File: src/rtl/uio_bus_arbiter.sv
// Round-robin owner of the shared 8-bit uio pad bank among NREQ requesters.
// Latency: req sampled in IDLE -> gnt high TURN_CYC edges later; pads registered.
// Backpressure: level req/gnt handshake; owner holds req, loses gnt on drop, ena low or burst cap.
//
// Ports:
//   clk, rst        clock, asynchronous active-high reset
//   ena             design enable; low blocks new grants and aborts TURN/OWN
//   req, dir        per-requester level request and direction (1=drive, 0=read)
//   wdata           per-requester write byte, slice [8i+7:8i]
//   uio_in          pad input path
//   gnt             one-hot registered grant
//   uio_out, uio_oe registered pad output data and enable (oe is 8'h00 or 8'hFF)
//   rdata, rd_valid registered pad sample and its valid
//   busy            arbiter not in IDLE
module uio_bus_arbiter #(
  parameter int NREQ      = 4,
  parameter int MAX_BURST = 8,
  parameter int TURN_CYC  = 1
) (
  input  logic              clk,
  input  logic              rst,
  input  logic              ena,
  input  logic [NREQ-1:0]   req,
  input  logic [NREQ-1:0]   dir,
  input  logic [NREQ*8-1:0] wdata,
  input  logic [7:0]        uio_in,
  output logic [NREQ-1:0]   gnt,
  output logic [7:0]        uio_out,
  output logic [7:0]        uio_oe,
  output logic [7:0]        rdata,
  output logic              rd_valid,
  output logic              busy
);

  localparam int PW = (NREQ > 1) ? $clog2(NREQ) : 1;
  localparam int BW = $clog2(MAX_BURST + 1);
  localparam int TW = $clog2(TURN_CYC + 1);

  // burst counter holds (cycles gnt has been high - 1) while in OWN
  localparam logic [BW-1:0] BURST_LAST = BW'(MAX_BURST - 1);
  localparam logic [TW-1:0] TURN_LAST  = TW'(TURN_CYC - 1);

  typedef enum logic [1:0] {
    ST_IDLE = 2'd0,
    ST_TURN = 2'd1,
    ST_OWN  = 2'd2
  } state_t;

  state_t            state_q, state_d;
  logic [PW-1:0]     ptr_q, ptr_d;
  logic [PW-1:0]     own_q, own_d;
  logic              wdir_q, wdir_d;
  logic [NREQ-1:0]   gnt_q, gnt_d;
  logic [7:0]        out_q, out_d;
  logic [7:0]        oe_q, oe_d;
  logic [7:0]        rdata_q, rdata_d;
  logic              rdv_q, rdv_d;
  logic [BW-1:0]     burst_q, burst_d;
  logic [TW-1:0]     turn_q, turn_d;

  logic              win_found;
  logic [PW-1:0]     win_idx;
  logic              own_exit;

  // (base + off) mod NREQ, off in [0, NREQ)
  function automatic logic [PW-1:0] rr_idx(input logic [PW-1:0] base, input int off);
    int s;
    s = int'(base) + off;
    if (s >= NREQ) s = s - NREQ;
    return s[PW-1:0];
  endfunction

  // First requester at or after ptr, wrapping; order depends only on ptr.
  always_comb begin
    win_found = 1'b0;
    win_idx   = '0;
    for (int i = 0; i < NREQ; i++) begin
      if (!win_found && req[rr_idx(ptr_q, i)]) begin
        win_found = 1'b1;
        win_idx   = rr_idx(ptr_q, i);
      end
    end
  end

  assign own_exit = !ena || !req[own_q] || (burst_q == BURST_LAST);

  always_comb begin
    state_d = state_q;
    ptr_d   = ptr_q;
    own_d   = own_q;
    wdir_d  = wdir_q;
    gnt_d   = gnt_q;
    out_d   = out_q;
    oe_d    = oe_q;
    rdata_d = rdata_q;
    rdv_d   = 1'b0;
    burst_d = burst_q;
    turn_d  = turn_q;

    case (state_q)
      ST_IDLE: begin
        if (ena && win_found) begin
          own_d   = win_idx;
          wdir_d  = dir[win_idx];
          turn_d  = '0;
          state_d = ST_TURN;
        end
      end

      ST_TURN: begin
        if (!ena || !req[own_q]) begin
          // abort without touching ptr: the same requester keeps its turn
          state_d = ST_IDLE;
        end else if (turn_q == TURN_LAST) begin
          state_d = ST_OWN;
          gnt_d   = NREQ'(1) << own_q;
          burst_d = '0;
          if (wdir_q) begin
            oe_d  = 8'hFF;
            out_d = wdata[{own_q, 3'b000} +: 8];
          end
        end else begin
          turn_d = turn_q + TW'(1);
        end
      end

      ST_OWN: begin
        if (own_exit) begin
          state_d = ST_IDLE;
          gnt_d   = '0;
          oe_d    = 8'h00;
          out_d   = 8'h00;
          ptr_d   = rr_idx(own_q, 1);
        end else begin
          // never reaches MAX_BURST here, so the counter cannot wrap
          burst_d = burst_q + BW'(1);
          if (wdir_q) begin
            out_d = wdata[{own_q, 3'b000} +: 8];
          end else begin
            rdata_d = uio_in;
            rdv_d   = 1'b1;
          end
        end
      end

      default: begin
        state_d = ST_IDLE;
        gnt_d   = '0;
        oe_d    = 8'h00;
        out_d   = 8'h00;
      end
    endcase
  end

  always_ff @(posedge clk or posedge rst) begin
    if (rst) begin
      state_q <= ST_IDLE;
      ptr_q   <= '0;
      own_q   <= '0;
      wdir_q  <= 1'b0;
      gnt_q   <= '0;
      out_q   <= 8'h00;
      oe_q    <= 8'h00;
      rdata_q <= 8'h00;
      rdv_q   <= 1'b0;
      burst_q <= '0;
      turn_q  <= '0;
    end else begin
      state_q <= state_d;
      ptr_q   <= ptr_d;
      own_q   <= own_d;
      wdir_q  <= wdir_d;
      gnt_q   <= gnt_d;
      out_q   <= out_d;
      oe_q    <= oe_d;
      rdata_q <= rdata_d;
      rdv_q   <= rdv_d;
      burst_q <= burst_d;
      turn_q  <= turn_d;
    end
  end

  assign gnt      = gnt_q;
  assign uio_out  = out_q;
  assign uio_oe   = oe_q;
  assign rdata    = rdata_q;
  assign rd_valid = rdv_q;
  assign busy     = (state_q != ST_IDLE);

endmodule

File: config.mk
export PLATFORM = sky130hd
export DESIGN_NAME = uio_bus_arbiter
export DESIGN_NICKNAME = d
export VERILOG_FILES = /design/src/rtl/uio_bus_arbiter.sv
export SDC_FILE = /design/constraint.sdc
export NUM_CORES = 1
export LEC_CHECK = 0
export CAP_MARGIN = 40
export CORE_MARGIN = 2
export CORE_UTILIZATION = 48
export CTS_BUF_LIST = sky130_fd_sc_hd__clkbuf_8
export DETAILED_ROUTE_END_ITERATION = 8
export PLACE_DENSITY = 0.88
export SYNTH_ARGS = -nofsm -noshare
export SYNTH_HDL_FRONTEND = slang
export SYNTH_SLANG_ARGS = --single-unit
File: constraint.sdc
create_clock -name clk -period 6.1 [get_ports clk]
set_clock_uncertainty 0.2 [all_clocks]
set_input_delay 0.61 -clock clk [delete_from_list [all_inputs] [get_ports clk]]
set_output_delay 0.61 -clock clk [all_outputs]
set_load 0.01 [all_outputs]
# == Word-level counts from Yosys, hierarchy flattened ==
# Cells that the tools add are included.
# word_totals
register_bits,41
input_bits,51
# op_classes
n_addsub,11
n_lt_le_gt_ge,11
n_eq_ne,10
shifts,2
muxes,55
bitwise_logic,3
n_reduce_logical,24
# ops
operator,count
$mux W8,8
$pmux W8 S3,2
$shiftx A32 B6 Y8,1
$mux W2,13
$mux W4,6
$lt A2 B3 Y1 const B,6
$mux W1,16
$bmux W1 S2,6
$ge A3 B3 Y1 const B,4
$ne A2 B2 Y1 const B,6
$pmux W4 S3,1
$reduce_and A3 Y1,4
$sub A2 B1 Y2 const B,5
$pmux W4 S2,1
$reduce_and A4 Y1,2
$add A2 B1 Y3 const B,2
$add A2 B2 Y3 const B,2
$pmux W2 S3,1
$reduce_bool A2 Y1,3
$logic_not A1 Y1,5
$reduce_and A5 Y1,1
$add A4 B1 Y4 const B,1
$eq A4 B3 Y1 const B,1
$logic_and A1 B1 Y1,4
other kinds (11),15

# == Logic depth before layout (Yosys ltp) ==
# Gate-level depths: netlist of run 1.
# logic_depth
ltp_word,17
mapped_depth,7
ltp_nobuf,6

# == Worst setup path before layout of run 1 ==
# OpenSTA, ideal clock, no wires.
# synth_path
kind,input to register
start,input req[3]
end,register ptr_q[1]
setup_time_ps,125
arrival_ps,1803
required_ps,5775
setup_slack_ps,3972
cell_stages,6
n_path_buf,1
cell_sequence,mux4_2 and2_1 buf_2 nand2_2 nand2_2 mux2_4
# synth_via
elab_chain_len,6
# synth_lines
item,line,source
start: declaration,23,"input logic [NREQ-1:0] req,"
$bmux W1 S2,85,assign own_exit = !ena || !req[own_q] || (burst_q == BURST_LAST);
$mux W1 (implied by the code),85,
$logic_not A1 Y1,85,
$logic_or A1 B1 Y1 (2 in series),85,
$reduce_and A2 Y1 (no line),n/a,
end signal: assignment,170,ptr_q <= ptr_d;
end: declaration,50,"logic [PW-1:0] ptr_q, ptr_d;"
# Every way passes these cells. The select of a mux whose other input is x is not followed.
# A chain may end at the register's enable or synchronous reset.

# == Final worst setup path of run 1 ==
# layout_path
start,register state_q[0]
end,output busy
# layout_via
elab_chain_len,1
# layout_lines
item,line,source
start: declaration,49,"state_t state_q, state_d;"
start signal: assignment,169,state_q <= state_d;
$reduce_bool A2 Y1,188,assign busy = (state_q != ST_IDLE);
end: declaration,32,output logic busy
# Every way passes these cells.

==> impl_metrics.ini, run 1 <==
[route]
finalWirelength_um = 4870
drt-initial-drc-count = 71
post-route-drc-count = 0
vias = 1704
post_drt_wl_per_cell_um = 15.9
viasPerCell = 5.57
ant_nets = 0
first_pass_iters = 4

[min_path]
hp-class = reg -> reg
hold_depth = 1

[yosys]
synth_top_family_by_area = multiplexers
synthMuxAreaShare_pct = 17.8
ys_seq_area_share_pct = 42.0
synth_compound_area_share_pct = 16.1
synth_xor_area_share_pct = 0
synthSimpleGateAreaFrac_pct = 11.5
avgSynthCellArea_sq_um = 11.0
async_flop_share_pct = 100
synth_fa_ha_area_share_pct = 5.10
ys.flop_type = dfrtp_1
synth_common_cells = 33 x dfrtp_1, 17 x inv_1, 17 x nand2_1
syn_nets = 238
synth.top_cell.area_share_pct = 42.0
synthDistinctLibCells = 45
ys_seq_elements = 33
yosysTopAreaCell = dfrtp_1
synth_edf_count = 0
syn_inst = 179
synth.cell_area_sq_um = 1960
synthMostInstantiatedCell = dfrtp_1
synth_warnings = 0
synth_area_leaders = dfrtp_1 42%, mux4_2 10%, ha_1 5.1%

[global_route]
grtUsageTotal_pct = 21.4
grt_max_degree = 34
gr-total-overflow = 0
antenna_found_initial = 0
grt_pass1_wl_um = 7280
grt_pass1_vias = 1559

[floorplan]
pin_count = 81
fp.dieArea_sq_um = 4620
die_y_um = 68.0
start_util_pct = 49.5
rows = 23
fp.coreArea_sq_um = 3970
fp.dieW_um = 68.0

[critical_path]
critPathTopFamily = buffers and inverters
path_depth = 4
critPathCaptureType = primary output
slowest_stage = clkdlybuf4s50_1
worst_ep_arrival_time_ps = 1890
crit_buf_inv = 3
path_class = reg -> out
critPathRequiredTime_ps = 5290
crit_fanout = 8
reg2regPathDepth = 4
cpPeakStageDelay_ps = 570
cp-start-kind = flip-flop
crit_chain = inv_1 > ha_1 > clkinv_1 > clkdlybuf4s50_1

[place]
place_hpwl_um = 3750
place_congestion = 0.882
pre_cts_slack_ps = 3230
postPlaceCellArea_sq_um = 2760
port_buffers = 80

[cells_and_area]
antenna_cells = 0
multi_input_area_sq_um = 992
fill_cells = 276
register_area_sq_um = 826
fin_area_sq_um = 2870
area_growth_pct = 46.2
drive_above_1_share_pct = 13.7
layout.nets = 314

[sta]
min_period_ps = 2700
relSlewSlack_pct = 50.5
hold_violations = 0
clock.fmax_mhz = 370
fin_setup_tns_ps = 0
slew_violations = 0
period_share_pct = 44.3
rsz0062_at_grt = no
setup_viol = 0
fin_ws_ps = 3400
tightest_slew_ps = 742

[clock_tree]
cts_tree = built
h-tree-depth = 2
cts_inserted_buffers = 5
clock_sinks = 33
insertion_delay_ps = 290
post_cts_buffers = 0
root_buffer = clkbuf_8
ctsHoldBuffers = 0
cts_buffer_depth = 2
cts_resized = 0
clkSlewWorstSetupHoldPaths_ps = 60

[power_and_ir_drop]
cellLeakagePower_uw = 0.00123
ir_worst_vdd_uv = 300
powerDensity_nw_per_um2 = 383
totalPowerFinal_uw = 1100

[run]
cap_violations = 0

[run_status]
outcome = complete, no violations
## metrics by stage
step	cells	utilization (%)	hold WS, ps
after global placement	298	69.4	269
after global routing	306	72.3	304
after floorplan	179	-	291
after detailed placement	298	69.4	274
final	306	72.3	294
after CTS	306	72.3	292
## state kept, by name, indices dropped and copies added (netlist names)
name      flops
burst_q       4
gnt           4
own_q         2
ptr_q         2
rd_valid      1
rdata         8
state_q       2
uio_oe        1
uio_out       8
wdir_q        1
## routing by layer
layer	part of all wire [%]	global-route usage (%)
met1	40	26.5
met2	52	36.3
met3	6.5	5.10
met4	1.8	7.50
met5	0	0
## worst register-to-register path, delay by kind of cell, from the launching register on
kind	cells	cell delay (ps)
mux	1	630
compound gates	2	500
simple gates	1	270
flops	1	830
## power breakdown
group	internal [uW]	leakage, uW	total [uW]	switching [uW]
registers	289	0.000438	380	91.3
logic	281	0.000729	512	231
clock network	131	0.0000626	209	78.0
total	702	0.00123	1100	400
## final timing paths
path                             from    endpoint  slack (ps)
max                        state_q[0]        busy        3400
min                        uio_out[7]  uio_out[7]         290
max reg2reg                  own_q[0]  uio_out[4]        3520
min reg2reg                uio_out[7]  uio_out[7]         290
max in group asynchronous         rst      gnt[3]        4890
min in group asynchronous         rst    rdata[0]         510
## cell type report
type | instances | share of cell area, %
timing repair buffer | 81 | 28.1
sequential | 33 | 28.7
clock buffer | 6 | 2.87
clock inverter | 2 | 1.18
multi-input combinational | 116 | 34.5
tap | 50 | 2.18
inverter | 18 | 2.35
## cell families after synthesis
kind of cell,after synthesis
mux,22
compound gates,43
simple gates,43
fa+ha+maj,8
flops,33
buf+inv,30
## cell usage in the layout, fill, tap and decap left out, types with 2 or more instances in the layout
| cell type | count |
|---|---|
| and2_1 | 2 |
| nand2b_1 | 2 |
| nand2_1 | 17 |
| dfrtp_1 | 33 |
| ha_1 | 8 |
| mux2_2 | 8 |
| o2bb2ai_1 | 8 |
| mux4_2 | 9 |
| a22o_1 | 2 |
| mux2i_1 | 3 |
| clkbuf_8 | 6 |
| a21boi_0 | 2 |
| inv_1 | 18 |
| nor2_1 | 2 |
| nand2_2 | 3 |
| a32oi_1 | 3 |
| a21oi_1 | 6 |
| o21ai_0 | 10 |
| nand3_1 | 6 |
| clkdlybuf4s50_1 | 80 |
| nor3_1 | 3 |
(Power assumes the default switching activity.)
==> run 2: changes to the inputs <==
CORE_UTILIZATION = 40   (was 48)
PLACE_DENSITY = 0.78   (was 0.88)
clock period = 2.25 ns   (was 6.1 ns; I/O delays follow)
==> impl_metrics.ini, run 2 (synthesized netlist as in run 1, its figures left out) <==
[route]
ant_nets = 0
drt-initial-drc-count = 102
first_pass_iters = 4
post-route-drc-count = 0
finalWirelength_um = 4980
vias = 1733
viasPerCell = 5.17
met3_length_um = 367
post_drt_wl_per_cell_um = 14.9
met1_length_um = 2010
highest_layer = met4
dr_wl_met2_um = 2550

[sta]
setup_viol = 0
period_share_pct = 94.7
holdWs_ps = 128
min_period_ps = 2130
fin_setup_tns_ps = 0
slew_violations = 0
clock.fmax_mhz = 469
fin_ws_ps = 119
tightest_slew_ps = 626
hold_violations = 0
rsz0062_at_grt = no
relSlewSlack_pct = 58.1

[critical_path]
ff2ff_setup_slack_ps = 170
cp-start-kind = flip-flop
critPathCaptureType = primary output
r2r_start = burst_q[0]
crit_buf_inv = 3
crit_chain = inv_1 > ha_1 > clkinv_2 > clkdlybuf4s50_1
crit_fanout = 8
critPathTopFamily = buffers and inverters
reg2reg_to = uio_out[0]
worst_ep_arrival_time_ps = 1710
path_class = reg -> out
cpPeakStageDelay_ps = 520
slowest_stage = clkdlybuf4s50_1
reg2regPathDepth = 5
critPathRequiredTime_ps = 1820

[global_route]
grtUsageTotal_pct = 19.4
grt_pass1_wl_um = 8220
gr-total-overflow = 0
grt_max_degree = 34
grt_pass1_vias = 1806
antenna_found_initial = 0

[place]
pre_cts_slack_ps = -12.6
dp_cells = 327
postPlaceCellArea_sq_um = 2880
place_hpwl_um = 3890
place_congestion = 0.829
port_buffers = 80

[run]
cap_violations = 0

[floorplan]
die_y_um = 74.1
fp.dieArea_sq_um = 5490
fp.coreArea_sq_um = 4720
fp.dieW_um = 74.1
start_util_pct = 41.6
rows = 25
pin_count = 81

[run_status]
outcome = complete, no violations

[clock_tree]
insertion_delay_ps = 290
h-tree-depth = 2
clkSlewWorstSetupHoldPaths_ps = 70
cts_tree = built
post_cts_buffers = 0
cts_buffer_depth = 2
root_buffer = clkbuf_8
clock_sinks = 33
cts_inserted_buffers = 5

[power_and_ir_drop]
cellLeakagePower_uw = 0.00129
powerDensity_nw_per_um2 = 1030
ir_worst_vdd_uv = 665

[cells_and_area]
mostFrequentLayoutCells = 80 x clkdlybuf4s50_1, 33 x dfrtp_1, 18 x inv_1
layout.nets = 326
final_common_cell = clkdlybuf4s50_1
area_growth_pct = 52.6
register_area_sq_um = 826
antenna_cells = 0
multi_input_area_sq_um = 992
drive_above_1_share_pct = 17.9
fin_area_sq_um = 3000
stdcell_count = 335
fill_cells = 378

[min_path]
hp-class = in -> async
==> run 2: cell count changes in the layout (fill, tap and decap cells not counted), sizes merged <==
cell	before	now
buf	1	13
==> run 2: worst max-delay path by stage <==
stage / from / endpoint / slack, ps / depth (start not counted)
final: state_q[0] / busy / 120 / 4
after global routing: burst_q[0] / uio_out[0] / 10 / 5
after floorplan: own_q[0] / ptr_q[1] / 250 / 6
after detailed placement: req[1] / uio_out[7] / -10 / 6
after CTS: state_q[0] / busy / 110 / 4
after global placement: req[0] / wdir_q / 9 / 6
==> run 2: routing by layer <==
layer	track usage, %	vias up
li1	-	818
met1	22.9	838
met2	34.7	70
met3	5.28	7
met4	5.66	0
met5	0	-
==> run 2: area by class of cell <==
cell class | instances | share of cell area [%]
multi-input cells | 116 | 33.1
inverters | 18 | 2.30
repair buffers | 93 | 30.4
clock inverters | 2 | 1.13
clock buffers | 6 | 2.75
flip-flops and latches | 33 | 27.5
well taps | 67 | 2.80
==> run 2: stage by stage <==
stage / power [uW] / util [%]
2_1_floorplan: 1870 / -
3_3_place_gp: 2470 / 61.0
3_5_place_dp: 2530 / 61.0
4_1_cts: 3110 / 63.5
5_1_grt: 3300 / 63.5
6_report: 3080 / 63.5
==> run 2: timing repair <==
item | CTS | global route
gates resized for setup | 1 | 0
setup endpoints to repair | 1 | 0
hold buffers | 0 | 0
==> run 2: report_power, final <==
part	internal [uW]	total (uW)	switching [uW]	leakage [uW]
Clock	356	570	213	0.0000626
Sequential	785	951	165	0.000438
Combinational	825	1560	732	0.000793
Total	1970	3080	1110	0.00129
==> run 2: worst register-to-register path: cells and delay by family, from the launching register on <==
family | cells | cell delay, ps
flip-flops | 1 | 410
AO/OA/AOI/OAI | 2 | 680
AND/OR/NAND/NOR | 2 | 450
adder cells (fa/ha/maj) | 1 | 210
==> run 3: changes to the inputs <==
SLEW_MARGIN = 5   (was default)
==> results of run 3 <==
The final DEF is identical to that of run 2; final timing and power are the same.
